--- src/rtl/ex_mem_reg.sv ---
// EX/MEM pipeline register: captures ALU output and MEM/WB controls, resolves
// BEQ/BNE into a registered taken/target pair, and drives the forwarding tap.
module ex_mem_reg #(
  parameter int DW = 32,
  parameter int RW = 5
) (
  input  logic          clk,
  input  logic          rst,
  input  logic          stall,
  input  logic          flush,
  input  logic          ex_valid,
  input  logic [DW-1:0] ex_alu_result,
  input  logic          ex_zero,
  input  logic [DW-1:0] ex_store_data,
  input  logic [RW-1:0] ex_dest_reg,
  input  logic          ex_reg_write,
  input  logic          ex_mem_read,
  input  logic          ex_mem_write,
  input  logic          ex_branch,
  input  logic          ex_branch_ne,
  input  logic [DW-1:0] ex_pc_plus4,
  input  logic [DW-1:0] ex_imm_sext,
  output logic          mem_valid,
  output logic [DW-1:0] mem_alu_result,
  output logic [DW-1:0] mem_store_data,
  output logic [RW-1:0] mem_dest_reg,
  output logic          mem_reg_write,
  output logic          mem_mem_read,
  output logic          mem_mem_write,
  output logic          branch_taken,
  output logic [DW-1:0] branch_target,
  output logic          fwd_valid,
  output logic [RW-1:0] fwd_reg,
  output logic [DW-1:0] fwd_data
);

  typedef struct packed {
    logic          valid;
    logic [DW-1:0] alu_result;
    logic [DW-1:0] store_data;
    logic [RW-1:0] dest_reg;
    logic          reg_write;
    logic          mem_read;
    logic          mem_write;
    logic          br_taken;
    logic [DW-1:0] br_target;
  } mem_st_t;

  mem_st_t st_q, st_d;

  // Next-state: flush squashes to all-zero, stall holds, otherwise capture EX.
  // Controls are gated by ex_valid so a bubble never writes or branches;
  // writes to $0 are dropped here so downstream never sees them.
  always_comb begin
    st_d = st_q;
    if (flush) begin
      st_d = '0;
    end else if (!stall) begin
      st_d.valid      = ex_valid;
      st_d.alu_result = ex_alu_result;
      st_d.store_data = ex_store_data;
      st_d.dest_reg   = ex_dest_reg;
      st_d.reg_write  = ex_valid & ex_reg_write & (ex_dest_reg != '0);
      st_d.mem_read   = ex_valid & ex_mem_read;
      st_d.mem_write  = ex_valid & ex_mem_write;
      st_d.br_taken   = ex_valid & ex_branch & (ex_zero ^ ex_branch_ne);
      st_d.br_target  = ex_pc_plus4 + (ex_imm_sext << 2);
    end
  end

  // State register, cleared asynchronously.
  always_ff @(posedge clk or posedge rst) begin
    if (rst) st_q <= '0;
    else     st_q <= st_d;
  end

  assign mem_valid      = st_q.valid;
  assign mem_alu_result = st_q.alu_result;
  assign mem_store_data = st_q.store_data;
  assign mem_dest_reg   = st_q.dest_reg;
  assign mem_reg_write  = st_q.reg_write;
  assign mem_mem_read   = st_q.mem_read;
  assign mem_mem_write  = st_q.mem_write;
  assign branch_taken   = st_q.br_taken;
  assign branch_target  = st_q.br_target;

  // A load's ALU result is only an address, so it is never forwarded.
  assign fwd_valid = st_q.valid & st_q.reg_write & ~st_q.mem_read;
  assign fwd_reg   = st_q.dest_reg;
  assign fwd_data  = st_q.alu_result;

endmodule

--- config.mk ---
export PLATFORM = sky130hd
export DESIGN_NAME = ex_mem_reg
export DESIGN_NICKNAME = d
export VERILOG_FILES = /design/src/rtl/ex_mem_reg.sv
export SDC_FILE = /design/constraint.sdc
export NUM_CORES = 1
export LEC_CHECK = 0
export CORE_UTILIZATION = 38
export DETAILED_ROUTE_END_ITERATION = 8
export PLACE_DENSITY = 0.78
export RECOVER_POWER = 25
export SETUP_SLACK_MARGIN = 0.1
export SYNTH_ARGS = -nofsm -noshare
export SYNTH_HDL_FRONTEND = slang
export SYNTH_SLANG_ARGS = --single-unit
export TNS_END_PERCENT = 10
--- constraint.sdc ---
create_clock -name clk -period 3 [get_ports clk]
set_input_delay 0.45 -clock clk [delete_from_list [all_inputs] [get_ports clk]]
set_output_delay 0.45 -clock clk [all_outputs]
set_load 0.1 [all_outputs]
==> results of run 1 <==
[layout make-up]
| type | count | area, um^2 |
|---|---|---|
| Sequential cell | 106 | 2650 |
| Antenna cell | 1 | 2.50 |
| Fill cell | 1436 | 6870 |
| Multi-Input combinational cell | 462 | 3070 |
| Clock inverter | 7 | 51.3 |
| Clock buffer | 9 | 225 |
| Inverter | 12 | 48.8 |
| Timing Repair Buffer | 312 | 2700 |
| Tap cell | 216 | 270 |
[Yosys cell counts (7+ instances only)]
cell	count	area share
xor2_1	7	0.0099
buf_1	8	0.0049
nor2_1	107	0.065
o21ai_1	10	0.0081
buf_4	37	0.045
clkbuf_1	17	0.010
a21oi_1	43	0.035
dfrtp_1	106	0.43
nor3_1	16	0.013
xnor2_1	9	0.013
mux2i_1	78	0.13
ha_1	29	0.059
inv_1	12	0.0073
nand3_1	8	0.0065
nand2_1	43	0.026
o21ai_0	23	0.019
[worst paths after layout]
check | end | slack [ns] | start
max | branch_target[30] | 0.22 | ex_pc_plus4[2]
min | branch_target[4] | 0.46 | flush
max reg2reg | branch_target[29] | 2.14 | branch_target[29]
min reg2reg | branch_target[14] | 0.50 | branch_target[14]
max in group asynchronous | mem_mem_write | 0.70 | rst
min in group asynchronous | mem_store_data[22] | 0.90 | rst
[power groups by stage]
| stage | clock network, mW | registers [mW] | logic [mW] |
|---|---|---|---|
| floorplan | 0 | 2.34 | 0.743 |
| global placement | 0 | 1.62 | 2.00 |
| detailed placement | 0 | 1.62 | 2.02 |
| CTS | 1.18 | 1.60 | 2.02 |
| global route | 1.22 | 1.61 | 2.11 |
| finish | 1.16 | 1.60 | 2.01 |
[logic make-up (layout without fill, tap and decap cells)]
kind of cell / count (synthesis) / count (layout) / share of synthesized area
AND/OR/NAND/NOR: 202 / 202 / 0.141
AO/OA/AOI/OAI: 136 / 136 / 0.144
flip-flops: 106 / 106 / 0.430
buffers and inverters: 80 / 340 / 0.0724
multiplexers: 78 / 78 / 0.127
adder cells (fa/ha/maj): 30 / 30 / 0.0621
XOR/XNOR: 16 / 16 / 0.0227
other: 0 / 1 / 0
[metrics by stage]
stage                     area [um^2]   util  power (mW)  std cells  hold slack (ns)
after floorplan                  6170      -        3.08        648            0.603
after global placement           8750  0.551        3.62       1108            0.473
after detailed placement         8750  0.551        3.64       1108            0.477
after CTS                        9030  0.568        4.80       1124            0.448
after global routing             9010  0.567        4.94       1124            0.480
final                            9010  0.567        4.77       1125            0.455
[worst max-delay path: stages]
cell	delay, ns
clkdlybuf4s50_1	0.40
ha_1	0.23
fa_1	0.41
a21o_1	0.22
a221o_1	0.37
o211ai_2	0.21
a2111oi_1	0.13
or3_1	0.34
a32o_1	0.25
[per-layer routing]
metal  wire, um  vias to the layer above  part of all wire  global-route usage
met2       9650                      239              0.50               0.395
met1       7760                     2732              0.40               0.273
li1           -                     2769                 -                   -
met4        379                        2             0.020              0.0803
met3       1480                       27             0.077              0.0500
met5         11                        -           0.00057                   0
==> results.json, run 1 <==
{
  "ys_seq_area_frac": 0.430,
  "cts_tree": "built",
  "initial_core_util": 0.388,
  "grt_pass1_vias": 5492,
  "worstPathRequired_ns": 3.24,
  "rsz0062_at_grt": "no",
  "irDropWorstVdd_uv": 319,
  "seq_power_share": 0.335,
  "die_h_um": 129,
  "hold_violations": 0,
  "syn_avg_cell_area_um2": 9.52,
  "dp_hpwl_um": 14600,
  "critical_path_class": "input pin to register",
  "relSlewSlack": -0.192,
  "clkTransAtPathRegs_ns": 0.07,
  "routed_wl_um": 19300,
  "synth_cells": 648,
  "intPower_mw": 2.68,
  "ant_nets": 0,
  "post_cts_buffers": 0,
  "worstRegToRegCells": 2,
  "layout_common_cells": "buf_4, clkdlybuf4s50_1, nor2_1",
  "p_leak_nw": 4.42,
  "period_minus_slack_ns": 2.78,
  "rows": 46,
  "nNetsFinal": 1077,
  "finalWorstSetupSlack_ns": 0.224,
  "final_common_cell": "buf_4",
  "ys_ff_latch": 106,
  "htree_levels": 3,
  "drv_cap": 1,
  "async_reset_ff_frac": 1.00,
  "die_w_um": 129,
  "power_density_mw_per_mm2": 529,
  "cts-root-buf": "clkbuf_16",
  "post-place-ws_ns": -0.131,
  "netSwitchingPower_mw": 2.09,
  "syn-cell-area_mm2": 0.00617,
  "status": "finished, violations left",
  "grt_util_all_layers": 0.226,
  "route.detailed.drc": 0,
  "violations": "capacitance limit, slew limit",
  "skew_ns": 0,
  "synth_edf_count": 0,
  "worst_pin_slew_ns": 1.79,
  "postCtsHoldBufs": 0,
  "share_comb_of_total_power": 0.422,
  "syn2layout_area_growth_pct": 46.2,
  "cts.repair.resized": 0,
  "hold_path_class": "input pin to register",
  "setup_viol": 0,
  "fin_setup_tns_ns": 0,
  "clock_sinks": 106,
  "synth_ff_type": "dfrtp_1",
  "slew_viol_final": 71,
  "max_clock_freq_mhz": 360,
  "firstDrtPassIters": 5,
  "io_pins": 288,
  "synth_nets": 822,
  "gp_congestion": 0.862,
  "endpoint_kind": "register",
  "antenna_found_initial": 1,
  "critPathLaunchType": "input pin",
  "gr-total-overflow": 0,
  "io_buffers": 285,
  "grt_first_pass_wirelength_um": 29300,
  "swShare": 0.439,
  "grt_max_degree": 79,
  "drive_gt1_frac": 0.216,
  "cp.arrival_ns": 3.01,
  "hold_depth": 3,
  "ys_warn_count": 0,
  "worstPathMaxFanout": 3,
  "ys_types": 55,
  "die_area_mm2": 0.0167,
  "wl_per_cell_um": 17.1,
  "cts_buffer_depth": 2,
  "p_clk_frac": 0.243,
  "core-area_mm2": 0.0159,
  "drt_iter0_drc": 338,
  "viasPerCell": 5.13,
  "clk_latency_ns": 0.35,
  "vias": 5769,
  "period_share": 0.925,
  "numCtsBuffers": 9
}
(Power assumes the default switching activity.)
==> run 2, diff against run 1 <==
clock period = 2.5 ns   (was 3 ns; I/O delays follow)
==> run 2 against run 1 <==
Effect of this change: the flow still finishes with violations (capacitance limit, slew limit); hold slack lost 0.15 ns; utilization grew 3.5 points; cell count grew 5.8%; non-clock buffer count grew 66; combinational power grew 28%; global-route usage grew 0.81 points; flip-flop and latch count is the same; largest power group unchanged; highest routed layer unchanged.
==> results.json, run 2 (synthesis results as in run 1) <==
{
  "status": "finished, violations left",
  "violations": "capacitance limit, slew limit",
  "worstPathMaxFanout": 4,
  "wl_per_cell_um": 16.9,
  "antenna_found_initial": 2,
  "core-area_mm2": 0.0159,
  "vias": 6025,
  "n_fill_cell": 1389,
  "critical_path_class": "input pin to register",
  "relSlewSlack": -0.0538,
  "crit_family": "compound AO/OA/AOI/OAI gates",
  "power_mw": 5.93,
  "ant_nets": 0,
  "cp_slowest_stage_delay_ns": 0.41,
  "worst_pin_slew_ns": 1.58,
  "p_leak_nw": 4.75,
  "layout_common_cells": "buf_4, clkdlybuf4s50_1, nor2_1",
  "swShare": 0.428,
  "slew_viol_final": 65,
  "viasPerCell": 5.06,
  "numCtsBuffers": 9,
  "hold_violations": 0,
  "die_w_um": 129,
  "hold_path_class": "input pin to register",
  "seq_power_share": 0.323,
  "dp_cells": 1171,
  "routed_wl_um": 20100,
  "drive_gt1_frac": 0.280,
  "period_share": 0.966,
  "critPathLaunchType": "input pin",
  "post-place-ws_ns": -0.533,
  "die_h_um": 129,
  "cp.arrival_ns": 2.65,
  "antenna_cells": 0,
  "share_comb_of_total_power": 0.435,
  "syn2layout_area_growth_pct": 55.2,
  "power_density_mw_per_mm2": 619,
  "dp_hpwl_um": 15400,
  "instances_no_fill": 1190,
  "gr-total-overflow": 0,
  "multi_input_area_mm2": 0.00313,
  "nNetsFinal": 1143,
  "cts_buffer_depth": 2,
  "skew_ns": 0,
  "critPathBufInv": 1,
  "crit_chain": "clkdlybuf4s50_1 > ha_1 > a21o_1 > a221o_1 > o211ai_2 > a2111oi_2 > or3_1 > a32o_1",
  "cts-root-buf": "clkbuf_16",
  "drt_iter0_drc": 354,
  "finalWorstSetupSlack_ns": 0.0838,
  "htree_levels": 3,
  "rsz0062_at_grt": "yes",
  "p_clk_frac": 0.242,
  "clkTransAtPathRegs_ns": 0.07,
  "period_minus_slack_ns": 2.42,
  "netSwitchingPower_mw": 2.54,
  "clock_sinks": 106,
  "grt_util_all_layers": 0.234,
  "clk_latency_ns": 0.35,
  "grt_pass1_vias": 5724,
  "rows": 46,
  "io_buffers": 285,
  "crit_slowest_cell": "a221o_1",
  "die_area_mm2": 0.0167,
  "setup_viol": 0,
  "final_common_cell": "buf_4",
  "max_clock_freq_mhz": 414,
  "route.detailed.drc": 0,
  "firstDrtPassIters": 4,
  "irDropWorstVdd_uv": 365,
  "reg2reg_slack_ns": 1.60,
  "grt_max_degree": 87,
  "worstPathRequired_ns": 2.73,
  "gp_congestion": 0.881,
  "intPower_mw": 3.39,
  "seqCellArea_mm2": 0.00265,
  "cts_tree": "built",
  "drv_cap": 1,
  "initial_core_util": 0.388,
  "grt_first_pass_wirelength_um": 30100,
  "io_pins": 288,
  "endpoint_kind": "register"
}
-- run 2: cell count changes in the layout (fill, tap and decap cells not counted), sizes merged, moves of 2 or more --
cell           previous run  this run
buf                     171       237
clkbuf                   11        13
clkdlybuf4s15             0         2
clkdlybuf4s50           138       134
dlygate4sd2               0         2
-- run 2: path summary, 6_finish.rpt --
check / from / depth (start not counted) / endpoint
min in group asynchronous: rst / 3 / mem_store_data[1]
max: ex_pc_plus4[4] / 8 / branch_target[30]
min: stall / 2 / branch_target[18]
min reg2reg: branch_target[15] / 2 / branch_target[15]
max reg2reg: branch_target[29] / 2 / branch_target[29]
max in group asynchronous: rst / 3 / fwd_data[27]
-- run 2: cell type report --
cell class,count,area share
repair buffers,378,0.332
multi-input cells,462,0.327
flip-flops and latches,106,0.277
well taps,216,0.0282
clock buffers,11,0.0264
inverters,12,0.00510
clock inverters,5,0.00471
-- run 2: stage by stage --
step	utilization	TNS, ns	instance area, um^2	hold slack [ns]
2_1_floorplan	-	-0.187	6170	0.528
3_3_place_gp	0.580	-4.68	9210	0.473
3_5_place_dp	0.580	-5.19	9210	0.479
4_1_cts	0.601	0	9550	0.283
5_1_grt	0.602	0	9570	0.297
6_report	0.602	0	9570	0.300
-- run 2: metal layers --
metal	up-vias	track usage	wire length, um
met5	-	0	23
li1	2907	-	-
met1	2848	0.271	8030
met2	227	0.414	10100
met4	4	0.103	537
met3	39	0.0528	1370
-- run 2: repair_timing --
item,in CTS,in global routing
pin swaps,9,3
hold buffers,0,0
gates resized for setup,11,8
gates cloned,0,0
setup buffers,2,1
endpoints found under the setup margin,7,9
-- run 2: power groups by stage --
stage	sequential, mW	combinational, mW	clock, mW
after global routing	1.93	2.70	1.53
after CTS	1.92	2.57	1.46
after floorplan	2.80	0.892	0
final	1.92	2.58	1.43
after detailed placement	1.95	2.56	0
after global placement	1.95	2.54	0
==> run 3, diff against run 2 <==
--- a/config.mk
+++ b/config.mk
@@ -11,4 +11,5 @@
 export RECOVER_POWER = 25
 export SETUP_SLACK_MARGIN = 0.1
+export SLEW_MARGIN = 0
 export SYNTH_ARGS = -nofsm -noshare
 export SYNTH_HDL_FRONTEND = slang
==> constraint.sdc (replaced) <==
create_clock -name clk -period 2.5 [get_ports clk]
set_input_delay 0.25 -clock clk [delete_from_list [all_inputs] [get_ports clk]]
set_output_delay 0.25 -clock clk [all_outputs]
set_load 0.1 [all_outputs]
==> run 3 against run 2 <==
Effect of this change: the run now ends clean; via count decreased by 1.5%; setup slack improved by 0.067 ns; wire length decreased by 1.2%; clock power decreased by 4%; clock skew unchanged; critical path type unchanged; critical endpoint unchanged; largest power group unchanged.
==> results.json, run 3 (synthesis results as in run 1) <==
{
  "worstRegToRegCells": 2,
  "period_share": 0.940,
  "initial_core_util": 0.388,
  "drv_cap": 0,
  "rsz0062_at_grt": "yes",
  "clkTransAtPathRegs_ns": 0.08,
  "die_w_um": 129,
  "status": "completed",
  "setup_viol": 0,
  "die_area_mm2": 0.0167,
  "gr-total-overflow": 0,
  "layout_common_cells": "buf_4, clkdlybuf4s50_1, nor2_1",
  "hold_depth": 2,
  "reg2reg_slack_ns": 1.61,
  "instances_no_fill": 1178,
  "max_clock_freq_mhz": 426,
  "grt_pass1_vias": 5669,
  "clock_sinks": 106,
  "irDropWorstVdd_uv": 335,
  "period_minus_slack_ns": 2.35,
  "cp.arrival_ns": 2.59,
  "route.detailed.drc": 0,
  "grt_util_all_layers": 0.231,
  "worstPathMaxFanout": 3,
  "firstDrtPassIters": 5,
  "numCtsBuffers": 9,
  "nNetsFinal": 1132,
  "syn2layout_area_growth_pct": 53.1,
  "clk_latency_ns": 0.34,
  "gp_congestion": 0.879,
  "final_common_cell": "buf_4",
  "htree_levels": 3,
  "io_pins": 288,
  "hold_path_class": "input pin to register",
  "relSlewSlack": 0.131,
  "core-area_mm2": 0.0159,
  "grt_first_pass_wirelength_um": 29600,
  "worst_pin_slew_ns": 1.30,
  "endpoint_kind": "register",
  "viasPerCell": 5.04,
  "vias": 5934,
  "die_h_um": 129,
  "post-place-ws_ns": -0.414,
  "critical_path_class": "input pin to register",
  "cts-root-buf": "clkbuf_16",
  "hold_violations": 0,
  "io_buffers": 285,
  "finalWorstSetupSlack_ns": 0.151,
  "grt_max_degree": 81,
  "dp_hpwl_um": 15400,
  "slew_viol_final": 0,
  "cts_buffer_depth": 2,
  "n_fill_cell": 1386,
  "dp_cells": 1159,
  "fin_setup_tns_ns": 0,
  "rows": 46,
  "power_density_mw_per_mm2": 618,
  "critPathLaunchType": "input pin",
  "drt_iter0_drc": 291,
  "cts_tree": "built",
  "drive_gt1_frac": 0.267,
  "hold_ws_ns": 0.242,
  "skew_ns": 0,
  "utilization": 0.594,
  "routed_wl_um": 19800,
  "wl_per_cell_um": 16.8,
  "ant_nets": 0,
  "p_leak_nw": 4.68,
  "antenna_cells": 0,
  "worstPathRequired_ns": 2.74,
  "antenna_found_initial": 0
}
run 3: layout make-up:
class                   count  area (um^2)  share of cell area
repair buffers            367         3100               0.328
multi-input cells         462         3100               0.328
flip-flops and latches    106         2650               0.281
well taps                 216          270              0.0286
clock buffers               9          225              0.0239
clock inverters             6         48.8             0.00517
inverters                  12         46.3             0.00490
run 3: critical path: stages:
cell and delay, ns:
clkdlybuf4s50_1 0.45, fa_2 0.37, a21o_1 0.19, a221o_1 0.39
o211ai_2 0.22, a2111oi_2 0.10, or3_1 0.36, a32o_1 0.26
run 3: path summary, 6_finish.rpt:
check                                  start            endpoint
max                           ex_imm_sext[1]   branch_target[30]
min                                    flush   mem_store_data[0]
max reg2reg                branch_target[29]   branch_target[29]
min reg2reg                branch_target[14]   branch_target[14]
max in group asynchronous                rst   branch_target[12]
min in group asynchronous                rst  mem_store_data[16]
run 3: routing by layer:
metal	GRT usage	up-vias	share of wire
li1	-	2886	-
met1	0.275	2804	0.40
met2	0.410	211	0.51
met3	0.0417	33	0.070
met4	0.0934	0	0.028
met5	0	-	0
run 3: power breakdown:
part,total [mW],internal [mW],switching [mW]
Sequential,1.92,1.83,0.0871
Clock,1.37,0.685,0.690
Combinational,2.54,0.792,1.75
run 3: what timing repair did:
item / 4_1_cts / 5_1_grt
pin swaps: 8 / 2
resized for setup: 6 / 5
endpoints found under the hold margin: 0 / 0
endpoints found under the setup margin: 6 / 6
setup buffers: 4 / 0
hold buffers: 0 / 0
run 3: stage by stage:
stage	power [mW]	instance area (um^2)
finish	5.84	9440
detailed placement	4.48	9130
global route	6.06	9440
CTS	5.87	9440
floorplan	3.70	6170
global placement	4.47	9130
